`src/rtl/prog_loader.sv`:
```
// -----------------------------------------------------------------------------
// prog_loader
//
// Host-side writer for the 8-bit core's instruction-memory load port.
// Receives a framed byte stream (SYNC, ADDR, LEN, D0..D(LEN-1), CSUM) over a
// valid/ready interface and buffers the payload. Once the checksum is verified,
// the loader commits the payload to instruction memory as back-to-back
// single-cycle writes. The core is held in load mode while the payload is
// received and committed.
//
// Handshake: a byte transfers on a rising clk edge where in_valid & in_ready.
// in_ready is high in every state except COMMIT. The source may drop in_valid
// at any time, and reception simply waits.
//
// Ports:
//   clk        in   clock
//   rst_n      in   asynchronous active-low reset
//   in_data    in   [7:0] stream byte
//   in_valid   in   in_data valid this cycle
//   in_ready   out  loader accepts a byte this cycle
//   mem_we     out  instruction-memory write strobe (one cycle per byte)
//   mem_addr   out  [ADDR_W-1:0] write address (holds when mem_we=0)
//   mem_wdata  out  [7:0] write data (holds when mem_we=0)
//   cpu_hold   out  core write-mode: high from LEN accept to end of commit
//   done       out  one-cycle pulse after a successful commit
//   err        out  sticky error flag, cleared by the next accepted SYNC
//   busy       out  high whenever the FSM is not in IDLE
// -----------------------------------------------------------------------------
module prog_loader #(
    parameter int         MEM_DEPTH = 25,
    parameter int         ADDR_W    = 5,
    parameter logic [7:0] SYNC_BYTE = 8'hA5
) (
    input  logic              clk,
    input  logic              rst_n,
    input  logic [7:0]        in_data,
    input  logic              in_valid,
    output logic              in_ready,
    output logic              mem_we,
    output logic [ADDR_W-1:0] mem_addr,
    output logic [7:0]        mem_wdata,
    output logic              cpu_hold,
    output logic              done,
    output logic              err,
    output logic              busy
);

    localparam logic [2:0] S_IDLE     = 3'd0;
    localparam logic [2:0] S_GET_ADDR = 3'd1;
    localparam logic [2:0] S_GET_LEN  = 3'd2;
    localparam logic [2:0] S_GET_DATA = 3'd3;
    localparam logic [2:0] S_GET_CSUM = 3'd4;
    localparam logic [2:0] S_COMMIT   = 3'd5;
    localparam logic [2:0] S_ERROR    = 3'd6;

    // Current FSM state; kept as a plain named register for probing.
    logic [2:0] state;

    logic [7:0] start_addr;   // ADDR byte of the current frame
    logic [7:0] len;          // LEN byte of the current frame
    logic [7:0] idx;          // data byte index while receiving, write index while committing
    logic [7:0] sum;          // running checksum over ADDR, LEN and data
    logic [7:0] buffer [MEM_DEPTH];

    logic       accept;
    logic [7:0] sum_next;
    logic [7:0] idx_next;
    logic [8:0] end_addr;     // ADDR+LEN with a ninth bit so overflow cannot wrap

    assign in_ready = (state != S_COMMIT);
    assign busy     = (state != S_IDLE);
    assign accept   = in_valid & in_ready;
    assign sum_next = sum + in_data;
    assign idx_next = idx + 8'd1;
    assign end_addr = {1'b0, start_addr} + {1'b0, in_data};

    // Payload buffer. No reset: its contents are only read after being
    // written by the current frame.
    always_ff @(posedge clk) begin
        if (state == S_GET_DATA && accept) begin
            buffer[idx[ADDR_W-1:0]] <= in_data;
        end
    end

    always_ff @(posedge clk or negedge rst_n) begin
        if (!rst_n) begin
            state      <= S_IDLE;
            start_addr <= 8'd0;
            len        <= 8'd0;
            idx        <= 8'd0;
            sum        <= 8'd0;
            mem_we     <= 1'b0;
            mem_addr   <= '0;
            mem_wdata  <= 8'd0;
            cpu_hold   <= 1'b0;
            done       <= 1'b0;
            err        <= 1'b0;
        end else begin
            done   <= 1'b0;
            mem_we <= 1'b0;
            case (state)
                S_IDLE: begin
                    if (accept && in_data == SYNC_BYTE) begin
                        state <= S_GET_ADDR;
                        err   <= 1'b0;
                        sum   <= 8'd0;
                    end
                end

                S_GET_ADDR: begin
                    if (accept) begin
                        start_addr <= in_data;
                        sum        <= sum_next;
                        if ({1'b0, in_data} >= 9'(MEM_DEPTH)) begin
                            state    <= S_ERROR;
                            err      <= 1'b1;
                            cpu_hold <= 1'b0;
                        end else begin
                            state <= S_GET_LEN;
                        end
                    end
                end

                S_GET_LEN: begin
                    if (accept) begin
                        len <= in_data;
                        sum <= sum_next;
                        idx <= 8'd0;
                        if (in_data == 8'd0 || end_addr > 9'(MEM_DEPTH)) begin
                            state    <= S_ERROR;
                            err      <= 1'b1;
                            cpu_hold <= 1'b0;
                        end else begin
                            state    <= S_GET_DATA;
                            cpu_hold <= 1'b1;
                        end
                    end
                end

                S_GET_DATA: begin
                    if (accept) begin
                        sum <= sum_next;
                        idx <= idx_next;
                        if (idx_next == len) begin
                            state <= S_GET_CSUM;
                        end
                    end
                end

                S_GET_CSUM: begin
                    if (accept) begin
                        sum <= sum_next;
                        if (sum_next == 8'd0) begin
                            // Issue write 0 on this edge so the first mem_we
                            // appears the cycle after the CSUM byte.
                            state     <= S_COMMIT;
                            mem_we    <= 1'b1;
                            mem_addr  <= start_addr[ADDR_W-1:0];
                            mem_wdata <= buffer[0];
                            idx       <= 8'd1;
                        end else begin
                            state    <= S_ERROR;
                            err      <= 1'b1;
                            cpu_hold <= 1'b0;
                        end
                    end
                end

                S_COMMIT: begin
                    if (idx == len) begin
                        // Last write is on the bus now; release the core.
                        state    <= S_IDLE;
                        cpu_hold <= 1'b0;
                        done     <= 1'b1;
                    end else begin
                        mem_we    <= 1'b1;
                        mem_addr  <= start_addr[ADDR_W-1:0] + idx[ADDR_W-1:0];
                        mem_wdata <= buffer[idx[ADDR_W-1:0]];
                        idx       <= idx_next;
                    end
                end

                S_ERROR: begin
                    // err and cpu_hold were already updated on entry.
                    state <= S_IDLE;
                end

                default: begin
                    state    <= S_IDLE;
                    cpu_hold <= 1'b0;
                end
            endcase
        end
    end

endmodule

```
`config.mk`:
```
export PLATFORM = sky130hd
export DESIGN_NAME = prog_loader
export DESIGN_NICKNAME = d
export VERILOG_FILES = /design/src/rtl/prog_loader.sv
export SDC_FILE = /design/constraint.sdc
export NUM_CORES = 1
export LEC_CHECK = 0
export ABC_AREA = 1
export BUFFER_PORTS_ARGS = -buffer_cell sky130_fd_sc_hd__buf_2
export CAP_MARGIN = 5
export CORE_UTILIZATION = 57
export DETAILED_ROUTE_END_ITERATION = 6
export HOLD_SLACK_MARGIN = 0.15
export PLACE_DENSITY = 0.77
export SYNTH_ARGS = -nofsm -noshare
export SYNTH_HDL_FRONTEND = slang
export SYNTH_SLANG_ARGS = --single-unit
```
`constraint.sdc`:
```
create_clock -name clk -period 2.3 [get_ports clk]
set_input_delay 0.23 -clock clk [delete_from_list [all_inputs] [get_ports clk]]
set_output_delay 0.23 -clock clk [all_outputs]
set_load 0.02 [all_outputs]
```
Word-level counts from Yosys, hierarchy flattened
Memory sizes are Yosys's and may differ from the RTL's.
Cells that the tools add are included.
{"block": "totals", "reg_bits": 52, "ramBits": 200, "in_bits": 11, "output_inout_bits": 19, "n_memories": 1}
{"memory": "buffer", "words": 25, "word_bits": 8, "rd": 2, "rd_ports_with_merged_regs": 0, "write_ports": 1, "line": "63", "rtl": "logic [7:0] buffer [MEM_DEPTH];"}
{"block": "classes", "addsub": 4, "order_cmp": 2, "eq_ne": 23, "muxes": 52, "bitwise_logic": 2, "n_reduce_logical": 21}
{"operator": "$mux W8", "count": 10}
{"operator": "$pmux W8 S2", "count": 2}
{"operator": "$pmux W8 S4", "count": 1}
{"operator": "$mux W3", "count": 9}
{"operator": "$ne A2 B2 Y1 const B", "count": 11}
{"operator": "$mux W1", "count": 21}
{"operator": "$pmux W3 S6", "count": 1}
{"operator": "$eq A8 B8 Y1", "count": 2}
{"operator": "$logic_not A8 Y1", "count": 2}
{"operator": "$mux W5", "count": 3}
{"operator": "$reduce_and A7 Y1", "count": 2}
{"operator": "$pmux W5 S2", "count": 1}
{"operator": "$add A8 B8 Y9", "count": 1}
{"operator": "$eq A3 B3 Y1 const B", "count": 3}
{"operator": "$gt A9 B5 Y1 const B", "count": 1}
{"operator": "$add A8 B1 Y8 const B", "count": 1}
{"operator": "$add A8 B8 Y8", "count": 1}
{"operator": "$eq A8 B8 Y1 const B", "count": 1}
{"operator": "$ge A8 B5 Y1 const B", "count": 1}
{"operator": "$reduce_and A8 Y1", "count": 1}
{"operator": "$reduce_bool A4 Y1", "count": 2}
{"operator": "$eq A3 B2 Y1 const B", "count": 2}
{"operator": "$reduce_and A6 Y1", "count": 1}
{"operator": "$add A5 B5 Y5", "count": 1}
{"operator": "19 further kinds", "count": 23}

Logic depth before layout (Yosys ltp)
{"block": "logic_depth", "ltp_word": 6, "depth_mapped": 16}

Worst setup path before layout
Ideal clock, no wire load.
{"block": "synth_timing", "path_kind": "register -> register", "from": "reg idx[1]", "to": "mem buffer[24][0], enable pin", "setup_time_ps": 383, "t_arrival_ps": 1875, "path_slack_ps": 42, "stages_incl_launch_ff": 8, "path_buffers": 3, "period_less_slack_ps": 2258, "path_cell_list": "dfrtp_1 -> buf_4 -> inv_2 -> buf_4 -> buf_2 -> ha_1 -> nand2_1 -> nor3_1"}
{"item": "start: declaration", "line": "61", "rtl": "logic [7:0] idx;"}
{"item": "start signal: assignment", "line": "143", "rtl": "idx <= idx_next;"}
{"item": "start signal: assignment", "line": "179", "rtl": "idx <= idx_next;"}
{"item": "end: declaration", "line": "63"}
No word-level cell before the write port.

Worst setup path after layout
{"block": "layout_timing", "from": "reg sum[0]", "to": "reg idx[3]"}
{"block": "layout_between", "elab_chain_cells": 4}
{"item": "start: declaration", "line": "62", "rtl": "logic [7:0] sum;"}
{"item": "start signal: assignment", "line": "113", "rtl": "sum <= sum_next;"}
{"item": "start signal: assignment", "line": "127", "rtl": "sum <= sum_next;"}
{"item": "start signal: assignment", "line": "142", "rtl": "sum <= sum_next;"}
{"item": "$add A8 B8 Y8", "line": "73", "rtl": "assign sum_next = sum + in_data;"}
{"item": "$logic_not A8 Y1", "line": "153", "rtl": "if (sum_next == 8'd0) begin"}
{"item": "$ne A2 B2 Y1 (no source line)"}
{"item": "$reduce_and A6 Y1 (no source line)"}
Every way passes these cells.
A chain may end at the register's enable or synchronous reset.

==> flow_summary.yaml <==
finish:
  fin_util_pct: 68.0
  layout.nets: 1416
  syn_to_final_growth_pct: 15.3
  drive_gt1_share_pct: 14.0
  final_cell_count_no_fill: 1669
  fillers: 1569
  antenna_cells: 0
power_and_ir_drop:
  p_leak_nw: 5.97
  powerDensity_nw_per_um2: 1050
  vdd_drop_max_mv: 0.562
  p_total_mw: 14.6
worst_setup_path:
  worstPathMaxFanout: 8
  reg2reg_slack_ps: -70
  crit_slowest_cell: "fa_1"
  required_ps: 2720
  crit_arrival_ps: 2790
  worstSetupPathType: "reg -> reg"
  reg2reg_depth: 13
  worst_setup_path_end_kind: "flip-flop"
  cp-endpoint: "idx[3]$_DFFE_PN0P_"
  r2r_end: "idx[3]$_DFFE_PN0P_"
  start_kind: "flip-flop"
  startpoint: "sum[0]$_DFFE_PN0P_"
  cpPeakStageDelay_ps: 480
  crit_top_cell: "nor2_2"
  r2r_start: "sum[0]$_DFFE_PN0P_"
  path_cells: "ha_2, inv_2, fa_1, inv_1, or2_4, nor2_2, nand3_1, nor2_2, nand3_2, nand2_8, nand3_4, nand2_2, nand2_1"
clock_network:
  clk_latency_ps: 540
  clock_path_buffers: 3
  path_clk_slew_ps: 60
  cts_tree: "built"
  cts.htree.levels: 1
  clock-sinks: 252
  numCtsBuffers: 26
  cts-root-buf: "clkbuf_16"
routing:
  routed_wl_um: 30600
  dr_total_vias: 9393
  ant_nets: 0
  route.detailed.drc: 0
  firstDrtPassIters: 5
  wire_per_inst_um: 18.3
  drt-initial-drc-count: 1039
  vias_per_cell: 5.63
floorplan:
  start_util_pct: 59.0
  ios: 30
  die_area_sq_um: 21800
  core_sq_um: 20500
  std_cell_rows: 52
  die_h_um: 148
  die_w_um: 148
flow_run:
  drv_cap: 0
timing:
  tightestPinTransition_ps: 649
  slew_viol_final: 0
  rsz0062_at_grt: "yes"
  fin_crit_ps: 2370
  relSlewSlack_pct: 56.6
  fmax_mhz: 422
  hold_violations: 0
  layout_setup_ws_ps: -69.5
  hold_ws_ps: 169
  period_share_pct: 103
  finalClockSkew_ps: 10.4
  setup_viol: 25
global_route:
  met2_usage_pct: 46.4
  busiest_layer: "met2"
  grt.total_usage_pct: 28.8
  antenna_found_initial: 1
  grt_first_pass_wirelength_um: 47900
  grt_use_met1_pct: 40.6
  grt_max_degree: 103
  grt_pass1_vias: 8865
  grt_util_met3_pct: 4.44
  gr-total-overflow: 0
logic_synthesis:
  synth_edf_count: 200
  ys_top_cells_by_count: "nand2_1, nor2_1, edfxtp_1"
  yosysSeqAreaShare_pct: 60.5
  avgSynthCellArea_sq_um: 9.39
  syn-num-nets: 1324
  yosysWarnings: 0
  yosys.area.top_type: "edfxtp_1"
  ys_seq_elements: 252
  synth.most_common_cell: "nand2_1"
  ys.flop_type: "edfxtp_1"
  syn_area_sq_um: 12100
  yosys-top-cells-area: "edfxtp_1, nand2_1, dfrtp_1, nor2_1, o21ai_0"
  synthArstFlopShare_pct: 20.6
  syn_inst: 1287
  yosys.cell_types.count: 40
  yosysTopAreaCellShare_pct: 49.7
run_status:
  violations: "negative setup slack"
  status: "complete, but fails checks"
place:
  dpl.cell_count: 1611
  dp_hpwl_um: 20200
  place.gp.congestion: 0.909
  port_buffers: 29
min_path:
  hp-class: "in -> reg"
-- per-stage QoR --
step                setup TNS, ps  cell area (sq um)  setup WS [ps]
finish                      -1230              13900          -69.5
global route                -4620              13900           -207
CTS                          -671              13900          -48.5
detailed placement          -5430              12900           -255
global placement            -3930              12900           -175
floorplan                       0              12100           42.1
-- critical path: cells and delay by family (launching register included) --
| family | cells | cell delay (ps) |
|---|---|---|
| simple gates | 9 | 1150 |
| fa+ha+maj | 2 | 670 |
| flops | 1 | 350 |
| buf+inv | 2 | 100 |
-- logic make-up (layout without fill, tap and decap cells) --
| kind of cell | count (synthesis) | in the layout | synth area share, % |
|---|---|---|---|
| flip-flops | 252 | 252 | 60.5 |
| adder cells (fa/ha/maj) | 26 | 26 | 2.88 |
| AO/OA/AOI/OAI | 157 | 157 | 6.86 |
| XOR/XNOR | 10 | 10 | 0.725 |
| AND/OR/NAND/NOR | 695 | 696 | 23.7 |
| buffers and inverters | 147 | 258 | 5.36 |
-- routing by layer --
layer,share of wire (%),up-vias
met5,0.043,-
met4,2.7,2
met3,8.6,73
met2,46,426
met1,42,4415
li1,-,4477
-- registers in the layout, indices dropped and copies added, names as in the netlist --
register,cells
sum,8
cpu_hold,1
mem_addr,5
mem_we,1
err,1
idx,8
state,3
done,1
len,8
mem_wdata,8
start_addr,8
buffer,200
-- layout by cell type, fill, tap and decap left out, drive strengths merged, types with 4 or more instances in the layout --
cell / instances
ha: 23
dlygate4sd3: 4
clkinv: 11
a21oi: 31
nand2: 355
clkbuf: 34
nand3: 65
nand4: 29
dfrtp: 52
edfxtp: 200
buf: 109
xnor2: 8
nor2: 235
nor3: 5
inv: 96
o21ai: 110
o211ai: 6
a21boi: 4
or2: 4
-- worst min path at each step --
stage | to | startpoint | cells past startpoint | slack [ps]
floorplan | cpu_hold$_DFFE_PN0P_ | rst_n | 0 | -70
global placement | mem_wdata[3]$_DFFE_PN0P_ | rst_n | 1 | 260
global route | buffer[20][4]$_DFFE_PP_ | in_data[4] | 2 | 190
finish | len[2]$_DFFE_PN0P_ | in_data[2] | 3 | 170
detailed placement | mem_wdata[7]$_DFFE_PN0P_ | rst_n | 1 | 270
CTS | buffer[8][4]$_DFFE_PP_ | in_data[4] | 2 | 170
-- area by class of cell --
type / count / area [sq um] / area share [%]
Sequential cell: 252 / 7310 / 52.5
Multi-Input combinational cell: 889 / 4200 / 30.1
Timing Repair Buffer: 113 / 856 / 6.14
Clock buffer: 34 / 711 / 5.10
Inverter: 97 / 364 / 2.61
Tap cell: 270 / 338 / 2.42
Clock inverter: 14 / 155 / 1.11
-- where the power goes --
group / leakage (nW) / internal, mW / total (mW) / switching (mW)
clock network: 0.425 / 2.51 / 4.23 / 1.72
registers: 2.47 / 5.28 / 5.58 / 0.300
logic: 3.08 / 1.62 / 4.75 / 3.13
-- what timing repair did --
item | 4_1_cts | 5_1_grt
resized for setup | 11 | 13
hold buffers | 4 | 0
cloned | 1 | 0
endpoints found under the hold margin | 43 | 0
endpoints found under the setup margin | 22 | 27
buffers inserted | 2 | 3
pin swaps | 5 | 10
Note: power is estimated with default switching activity, not from simulation.
